<file path="config.mk">
export PLATFORM = sky130hd
export DESIGN_NAME = fwd_sel_ctrl_flat
export DESIGN_NICKNAME = d
export VERILOG_FILES = /design/src/rtl/fwd_sel_ctrl_if.sv /design/src/rtl/fwd_sel_ctrl.sv /design/src/flat_wrapper.sv
export SDC_FILE = /design/constraint.sdc
export NUM_CORES = 1
export LEC_CHECK = 0
export CAP_MARGIN = 40
export CORE_AREA = 10 10 55 57
export CTS_CLUSTER_DIAMETER = 30
export DETAILED_ROUTE_END_ITERATION = 12
export DIE_AREA = 0 0 65 67
export PLACE_DENSITY_LB_ADDON = 0.25
export SLEW_MARGIN = 20
export SYNTH_ARGS = -nofsm -noshare
export SYNTH_HDL_FRONTEND = slang
export SYNTH_SLANG_ARGS = --single-unit
</file>
<file path="constraint.sdc">
create_clock -name clk -period 1.8 [get_ports clk]
set_clock_uncertainty 0.15 [all_clocks]
set_input_delay 0.36 -clock clk [delete_from_list [all_inputs] [get_ports clk]]
set_output_delay 0.36 -clock clk [all_outputs]
set_load 0.03 [all_outputs]
</file>
<file path="src/rtl/fwd_sel_ctrl_if.sv">
// rtl/fwd_sel_ctrl_if.sv - ID-stage request and operand-select response bundle for fwd_sel_ctrl
interface fwd_sel_ctrl_if #(
    parameter int RADDR_W = 4
);
    logic               id_valid_i;
    logic [RADDR_W-1:0] id_src_a_i;
    logic [RADDR_W-1:0] id_src_b_i;
    logic [RADDR_W-1:0] id_dst_i;
    logic               id_wr_en_i;
    logic               id_is_load_i;
    logic               hold_i;
    logic               flush_i;
    logic               stall_o;
    logic [1:0]         sel_a_o;
    logic [1:0]         sel_b_o;
    logic               ex_valid_o;

    modport master (
        output id_valid_i, id_src_a_i, id_src_b_i, id_dst_i, id_wr_en_i, id_is_load_i,
        output hold_i, flush_i,
        input  stall_o, sel_a_o, sel_b_o, ex_valid_o
    );

    modport slave (
        input  id_valid_i, id_src_a_i, id_src_b_i, id_dst_i, id_wr_en_i, id_is_load_i,
        input  hold_i, flush_i,
        output stall_o, sel_a_o, sel_b_o, ex_valid_o
    );
endinterface

</file>
<file path="src/rtl/fwd_sel_ctrl.sv">
// rtl/fwd_sel_ctrl.sv - ALU operand forwarding selects and load-use stall; FWD_R0_ZERO_EN makes r0 a hardwired zero
// Select codes: 00 register file, 10 EX/MEM result, 01 MEM/WB result.
module fwd_sel_ctrl #(
    parameter int RADDR_W = 4
) (
    input  logic              clk,
    input  logic              rst_n,
    fwd_sel_ctrl_if.slave     bus
);
    localparam logic [1:0] SEL_RF  = 2'b00;
    localparam logic [1:0] SEL_EXM = 2'b10;
    localparam logic [1:0] SEL_MWB = 2'b01;

    // WB producers are already visible through the register file, so only
    // the EX and MEM occupants can supply a forwarded operand.
    logic               ex_valid_q;
    logic               ex_wr_q;
    logic               ex_load_q;
    logic [RADDR_W-1:0] ex_dst_q;
    logic               mem_valid_q;
    logic               mem_wr_q;
    logic [RADDR_W-1:0] mem_dst_q;
    logic [1:0]         sel_a_q;
    logic [1:0]         sel_b_q;

    logic src_a_ok;
    logic src_b_ok;
    logic id_wr;

`ifdef FWD_R0_ZERO_EN
    assign src_a_ok = |bus.id_src_a_i;
    assign src_b_ok = |bus.id_src_b_i;
    assign id_wr    = bus.id_wr_en_i & (|bus.id_dst_i);
`else
    assign src_a_ok = 1'b1;
    assign src_b_ok = 1'b1;
    assign id_wr    = bus.id_wr_en_i;
`endif

    logic ex_hit_a;
    logic ex_hit_b;
    logic mem_hit_a;
    logic mem_hit_b;
    logic load_use;
    logic stall;
    logic issue;
    logic [1:0] sel_a_nxt;
    logic [1:0] sel_b_nxt;

    // ID's own destination is never compared: only older slots can produce.
    assign ex_hit_a  = ex_valid_q  & ex_wr_q  & (ex_dst_q  == bus.id_src_a_i) & src_a_ok;
    assign ex_hit_b  = ex_valid_q  & ex_wr_q  & (ex_dst_q  == bus.id_src_b_i) & src_b_ok;
    assign mem_hit_a = mem_valid_q & mem_wr_q & (mem_dst_q == bus.id_src_a_i) & src_a_ok;
    assign mem_hit_b = mem_valid_q & mem_wr_q & (mem_dst_q == bus.id_src_b_i) & src_b_ok;

    assign load_use = bus.id_valid_i & ex_load_q & (ex_hit_a | ex_hit_b);
    assign stall    = load_use & ~bus.flush_i;
    assign issue    = bus.id_valid_i & ~stall;

    always_comb begin
        sel_a_nxt = SEL_RF;
        sel_b_nxt = SEL_RF;
        if (ex_hit_a && !ex_load_q) begin
            sel_a_nxt = SEL_EXM;
        end else if (mem_hit_a) begin
            sel_a_nxt = SEL_MWB;
        end
        if (ex_hit_b && !ex_load_q) begin
            sel_b_nxt = SEL_EXM;
        end else if (mem_hit_b) begin
            sel_b_nxt = SEL_MWB;
        end
    end

    // Flush outranks hold: the branch in EX must be killed even during a memory wait.
    always_ff @(posedge clk or negedge rst_n) begin
        if (!rst_n) begin
            ex_valid_q  <= 1'b0;
            ex_wr_q     <= 1'b0;
            ex_load_q   <= 1'b0;
            ex_dst_q    <= '0;
            mem_valid_q <= 1'b0;
            mem_wr_q    <= 1'b0;
            mem_dst_q   <= '0;
            sel_a_q     <= SEL_RF;
            sel_b_q     <= SEL_RF;
        end else if (bus.flush_i) begin
            ex_valid_q  <= 1'b0;
            ex_wr_q     <= 1'b0;
            ex_load_q   <= 1'b0;
            mem_valid_q <= 1'b0;
            mem_wr_q    <= 1'b0;
            sel_a_q     <= SEL_RF;
            sel_b_q     <= SEL_RF;
        end else if (!bus.hold_i) begin
            mem_valid_q <= ex_valid_q;
            mem_wr_q    <= ex_wr_q;
            mem_dst_q   <= ex_dst_q;
            ex_valid_q  <= issue;
            ex_wr_q     <= issue & id_wr;
            ex_load_q   <= issue & bus.id_is_load_i;
            ex_dst_q    <= bus.id_dst_i;
            sel_a_q     <= issue ? sel_a_nxt : SEL_RF;
            sel_b_q     <= issue ? sel_b_nxt : SEL_RF;
        end
    end

    assign bus.stall_o    = stall;
    assign bus.sel_a_o    = sel_a_q;
    assign bus.sel_b_o    = sel_b_q;
    assign bus.ex_valid_o = ex_valid_q;
endmodule

</file>
<file path="src/flat_wrapper.sv">
// flat-port wrapper written by rule: the top's interface ports become plain ports
module fwd_sel_ctrl_flat 
#(
    parameter int RADDR_W = 4
)
  (clk, rst_n, bus_id_valid_i, bus_id_src_a_i, bus_id_src_b_i, bus_id_dst_i, bus_id_wr_en_i, bus_id_is_load_i, bus_hold_i, bus_flush_i, bus_stall_o, bus_sel_a_o, bus_sel_b_o, bus_ex_valid_o);
  fwd_sel_ctrl_if #(.RADDR_W(RADDR_W)) bus_i ();
  input  logic clk;
  input  logic rst_n;
  input wire logic [$bits(bus_i.id_valid_i)-1:0] bus_id_valid_i;
  input wire logic [$bits(bus_i.id_src_a_i)-1:0] bus_id_src_a_i;
  input wire logic [$bits(bus_i.id_src_b_i)-1:0] bus_id_src_b_i;
  input wire logic [$bits(bus_i.id_dst_i)-1:0] bus_id_dst_i;
  input wire logic [$bits(bus_i.id_wr_en_i)-1:0] bus_id_wr_en_i;
  input wire logic [$bits(bus_i.id_is_load_i)-1:0] bus_id_is_load_i;
  input wire logic [$bits(bus_i.hold_i)-1:0] bus_hold_i;
  input wire logic [$bits(bus_i.flush_i)-1:0] bus_flush_i;
  output wire logic [$bits(bus_i.stall_o)-1:0] bus_stall_o;
  output wire logic [$bits(bus_i.sel_a_o)-1:0] bus_sel_a_o;
  output wire logic [$bits(bus_i.sel_b_o)-1:0] bus_sel_b_o;
  output wire logic [$bits(bus_i.ex_valid_o)-1:0] bus_ex_valid_o;
  assign bus_i.id_valid_i = bus_id_valid_i;
  assign bus_i.id_src_a_i = bus_id_src_a_i;
  assign bus_i.id_src_b_i = bus_id_src_b_i;
  assign bus_i.id_dst_i = bus_id_dst_i;
  assign bus_i.id_wr_en_i = bus_id_wr_en_i;
  assign bus_i.id_is_load_i = bus_id_is_load_i;
  assign bus_i.hold_i = bus_hold_i;
  assign bus_i.flush_i = bus_flush_i;
  assign bus_stall_o = bus_i.stall_o;
  assign bus_sel_a_o = bus_i.sel_a_o;
  assign bus_sel_b_o = bus_i.sel_b_o;
  assign bus_ex_valid_o = bus_i.ex_valid_o;
  fwd_sel_ctrl #(.RADDR_W(RADDR_W)) u_core (.clk(clk), .rst_n(rst_n), .bus(bus_i));
endmodule
</file>
[After elaboration in Yosys (flattened, before gate mapping)]
Index checks and enable logic that the tools add are counted.
Word-level totals
  flip-flop bits (word level): 17
  output and inout port bits: 6
  logic and storage cells: 54
Cells by class
  equal/unequal tests: 5
  muxes and demuxes: 20
  bitwise operators: 16
  reduce and logical (&&, ||, !) cells: 4
Operators by type and width (count)
  4-bit == test: 4
  2-bit two-way mux: 8
  1-bit bitwise AND: 12
  1-bit two-way mux: 12
  1-bit NOT: 3
  1-bit logical AND: 2
  2-bit by 1-bit != test with 1-bit output, second input constant: 1
  2-bit AND reduction: 1
  1-bit logical NOT: 1
  1-bit bitwise OR: 1

[Depth between registers and ports, before layout]
Gate-level depths: netlist of run 1.
  word-level depth: 10
  mapped depth: 5

[Least setup slack after synthesis of run 1]
No wires, ideal clock.
  kind: reg2out
  start point: reg u_core.ex_valid_q (netlist: u_core.bus.ex_valid_o)
  end point: out bus_stall_o
  data arrival time: 1.811 ns
  data required time: 1.290 ns
  slack: -0.521 ns
  stages on the path, launching flop included: 5
  buffers on the path: 0
  cell sequence: dfrtp_1 nand2_1 nor3_2 o21ai_1 nor3b_1
On the way
  word-level cells in the longest chain between the ends: 5
Ends and longest elaborated chain
  start, declared: line fwd_sel_ctrl.sv:16  | logic ex_valid_q;
  start signal, assigned: line fwd_sel_ctrl.sv:99  | ex_valid_q <= issue;
  1-bit bitwise AND (*): line fwd_sel_ctrl.sv:51, fwd_sel_ctrl.sv:52
  1-bit bitwise AND (on tied branches): line fwd_sel_ctrl.sv:51, fwd_sel_ctrl.sv:52
  1-bit bitwise OR (*): line fwd_sel_ctrl.sv:56  | assign load_use = bus.id_valid_i & ex_load_q & (ex_hit_a | ex_hit_b);
  1-bit bitwise AND (*): line fwd_sel_ctrl.sv:56
  1-bit bitwise AND (*): line fwd_sel_ctrl.sv:57  | assign stall = load_use & ~bus.flush_i;
  end, declared: line flat_wrapper.sv:18  | output wire logic [$bits(bus_i.stall_o)-1:0] bus_stall_o;
Mark *: on every way between the ends. The rest lies on a longest branch, timed or not.

[Final worst setup path of run 1]
  start point: reg u_core.ex_dst_q[3]
  end point: out bus_stall_o
On the way
  word-level cells in the longest chain between the ends: 5
Ends and longest elaborated chain
  start, declared: line fwd_sel_ctrl.sv:19  | logic [RADDR_W-1:0] ex_dst_q;
  start signal, assigned: line fwd_sel_ctrl.sv:102  | ex_dst_q <= bus.id_dst_i;
  4-bit == test (on tied branches): line fwd_sel_ctrl.sv:51, fwd_sel_ctrl.sv:52
  1-bit bitwise AND (on tied branches): line fwd_sel_ctrl.sv:51, fwd_sel_ctrl.sv:52
  1-bit bitwise OR (*): line fwd_sel_ctrl.sv:56
  1-bit bitwise AND (*): line fwd_sel_ctrl.sv:56
  1-bit bitwise AND (*): line fwd_sel_ctrl.sv:57
Marks and branches as above.

==> impl_metrics.env, run 1 <==
export IMPL_coreArea_um2=1940
export IMPL_die_h_um=67
export IMPL_initial_core_util_pct=45.2
export IMPL_power_frac_clock_pct=22.3
export IMPL_clk_pin_slew_ns=0.10
export IMPL_p_int_uw=670
export IMPL_hold_buffers=0
export IMPL_io_buffers=24
export IMPL_irDropWorstVdd_mv=0.519
export IMPL_ant_nets=0
export IMPL_timing_hold_ws_ns=0.236
export IMPL_synth_cell_area_um2=878
export IMPL_drt_iter0_markers=7
export IMPL_fmax_mhz=447
export IMPL_hold_path_class="in2async"
export IMPL_status="finished, violations left"
export IMPL_finalSetupViolCount=1
export IMPL_synth_top_area_cell="dfrtp_1"
export IMPL_crit_family="simple AND/OR/NAND/NOR gates"
export IMPL_yosysMostFrequentCell="dfrtp_1"
export IMPL_gp_congestion=0.789
export IMPL_layout_drive_gt1_share_pct=34.2
export IMPL_netlist_instances=69
export IMPL_grt_pass1_vias=836
export IMPL_diodes=0
export IMPL_crit_chain="xnor2_1 > nand3_1 > nor3_2 > o21ai_2 > nor3b_4 > buf_6"
export IMPL_max_stage_delay_ns=0.43
export IMPL_cts_buffer_depth=2
export IMPL_tightest_slew_ns=0.493
export IMPL_via_per_inst=4.95
export IMPL_first_pass_iters=4
export IMPL_cts_tree="done"
export IMPL_clock_root_buffer="clkbuf_4"
export IMPL_synth_area_leaders="dfrtp_1, xnor2_1, mux2_2"
export IMPL_grt_ovfl_total=0
export IMPL_use_met3_pct=4.01
export IMPL_area_delta_synth_final_pct=53.4
export IMPL_cp_max_fo=3
export IMPL_cp_arrival_ns=1.73
export IMPL_seq_power_share_pct=50.6
export IMPL_seq_area_frac_synth_pct=48.4
export IMPL_rsz0062_at_grt="yes"
export IMPL_wl_per_cell_um=13.9
export IMPL_cts_htree_levels=1
export IMPL_period_minus_slack_ns=2.24
export IMPL_startpoint_type="flop"
export IMPL_syn_nets=88
export IMPL_nets=137
export IMPL_dp_slack_ns=-0.486
export IMPL_clk_latency_ns=0.29
export IMPL_die_area_um2=4360
export IMPL_worst_slack_ns=-0.436
export IMPL_drc=0
export IMPL_vias=713
export IMPL_met1_usage_pct=9.40
export IMPL_grt_util_all_layers_pct=9.94
export IMPL_syn_avg_cell_area_um2=12.7
export IMPL_yosys_warnings=0
export IMPL_netSwitchingFraction_pct=27.2
export IMPL_hold_viol=0
export IMPL_grt_max_degree=18
export IMPL_cap_violations=0
export IMPL_cp_slowest_cell="dfrtp_1"
export IMPL_dp_hpwl_um=1660
export IMPL_met2_usage_pct=18.3
export IMPL_tns_ns=-0.436
export IMPL_p_comb_share_pct=27.1
export IMPL_worst_path_buf_inv=1
export IMPL_drt_total_wl_um=2000
export IMPL_p_sw_uw=251
export IMPL_violations="setup timing"
export IMPL_critPathRequiredTime_ns=1.29
export IMPL_end_kind="output pin"
export IMPL_path_class="reg2out"
export IMPL_drv_slew=0
export IMPL_netlist_cell_type_count=21
export IMPL_cts_buffers=3
export IMPL_p_per_area_nw_per_um2=683
export IMPL_synth_ff_type="dfrtp_1"
export IMPL_period_share_pct=124
export IMPL_synth_edff_count=0
export IMPL_fp_row_count=16
export IMPL_yosys_top_cells_count="dfrtp_1, xnor2_1, mux2_2, a22o_1"
export IMPL_async_reset_ff_share_pct=100
export IMPL_p_leak_nw=0.645
export IMPL_relSlewSlack_pct=67.0
export IMPL_ys_ff_latch=17
export IMPL_cts_num_sinks=17
export IMPL_io_pins=25
export IMPL_top_usage_layer="met2"
export IMPL_antenna_found_initial=0
export IMPL_die_width_um=65
export IMPL_grt_pass1_wl_um=3460
export IMPL_synth_top_cell_area_share_pct=48.4
metal layers:
layer	routed length [um]	vias to the layer above
met5	0	-
met4	29	0
met3	141	4
met2	995	20
met1	837	339
li1	-	350
kinds of logic after synthesis:
kind of cell / Yosys count / share of synthesized area [%]
xor gates and xnor gates: 16 / 16.0
DFF: 17 / 48.4
buffers and inverters: 1 / 0.427
and+or+nand+nor: 15 / 12.8
AOI/OAI and AO/OA: 10 / 9.83
muxes: 10 / 12.5
state kept, by name (all words and copies together), names as in the netlist:
signal / flops
u_core.mem_wr_q: 1
u_core.bus.ex_valid_o: 1
u_core.mem_dst_q: 4
u_core.bus.sel_a_o: 2
u_core.mem_valid_q: 1
u_core.ex_dst_q: 4
u_core.bus.sel_b_o: 2
u_core.ex_load_q: 1
u_core.ex_wr_q: 1
metrics by stage:
step | total power, mW | cells | area, um2 | utilization, %
2_1_floorplan | 0.598 | 69 | 895 | -
3_3_place_gp | 0.719 | 139 | 1310 | 67.6
3_5_place_dp | 0.726 | 139 | 1310 | 67.6
4_1_cts | 0.927 | 143 | 1330 | 68.6
5_1_grt | 0.984 | 144 | 1350 | 69.4
6_report | 0.921 | 144 | 1350 | 69.4
placed cells by master, fill, tap and decap left out, types with 3 or more instances in the layout:
cell type	instances
xnor2_1	14
clkdlybuf4s50_1	12
a22o_1	3
mux2_2	8
dfrtp_1	16
dlygate4sd2_1	8
dlymetal6s2s_1	3
clkbuf_4	3
buf_4	21
area by class of cell:
| class | instances | area, um2 |
|---|---|---|
| Tap cell | 27 | 33.8 |
| Fill cell | 166 | 594 |
| Timing Repair Buffer | 45 | 397 |
| Multi-Input combinational cell | 51 | 464 |
| Clock buffer | 4 | 26.3 |
| Sequential cell | 17 | 427 |
power groups by stage:
stage	sequential (mW)	clock (mW)	combinational [mW]
after detailed placement	0.474	0	0.252
after floorplan	0.468	0	0.130
after CTS	0.467	0.211	0.249
after global placement	0.471	0	0.248
after global routing	0.472	0.240	0.272
final	0.466	0.206	0.249
final timing paths:
check	start	endpoint	slack, ns	depth (start not counted)
max	u_core.ex_dst_q[3]$_DFFE_PN0P_	bus_stall_o	-0.44	6
min	rst_n	u_core.ex_wr_q$_DFFE_PN0P_	0.24	2
max reg2reg	u_core.ex_dst_q[3]$_DFFE_PN0P_	u_core.ex_load_q$_DFFE_PN0P_	0.09	6
min reg2reg	u_core.bus.sel_b_o[0]$_DFFE_PN0P_	u_core.bus.sel_b_o[0]$_DFFE_PN0P_	0.33	1
max in group asynchronous	rst_n	u_core.bus.ex_valid_o$_DFFE_PN0P_	1.06	2
min in group clk	u_core.bus.sel_b_o[0]$_DFFE_PN0P_	u_core.bus.sel_b_o[0]$_DFFE_PN0P_	0.33	1
what timing repair did:
action,CTS,global route
gates resized for setup,9,3
pin swaps,5,6
setup endpoints to repair,6,3
buffers inserted,0,1
(Power assumes the default switching activity.)
==> inputs of run 2 (changes only) <==
- CTS_CLUSTER_DIAMETER: 30 -> unset
- GPL_ROUTABILITY_DRIVEN: unset -> 0
==> results of run 2 <==
Same layout as run 1: the final DEF is identical, and so are final timing and power.
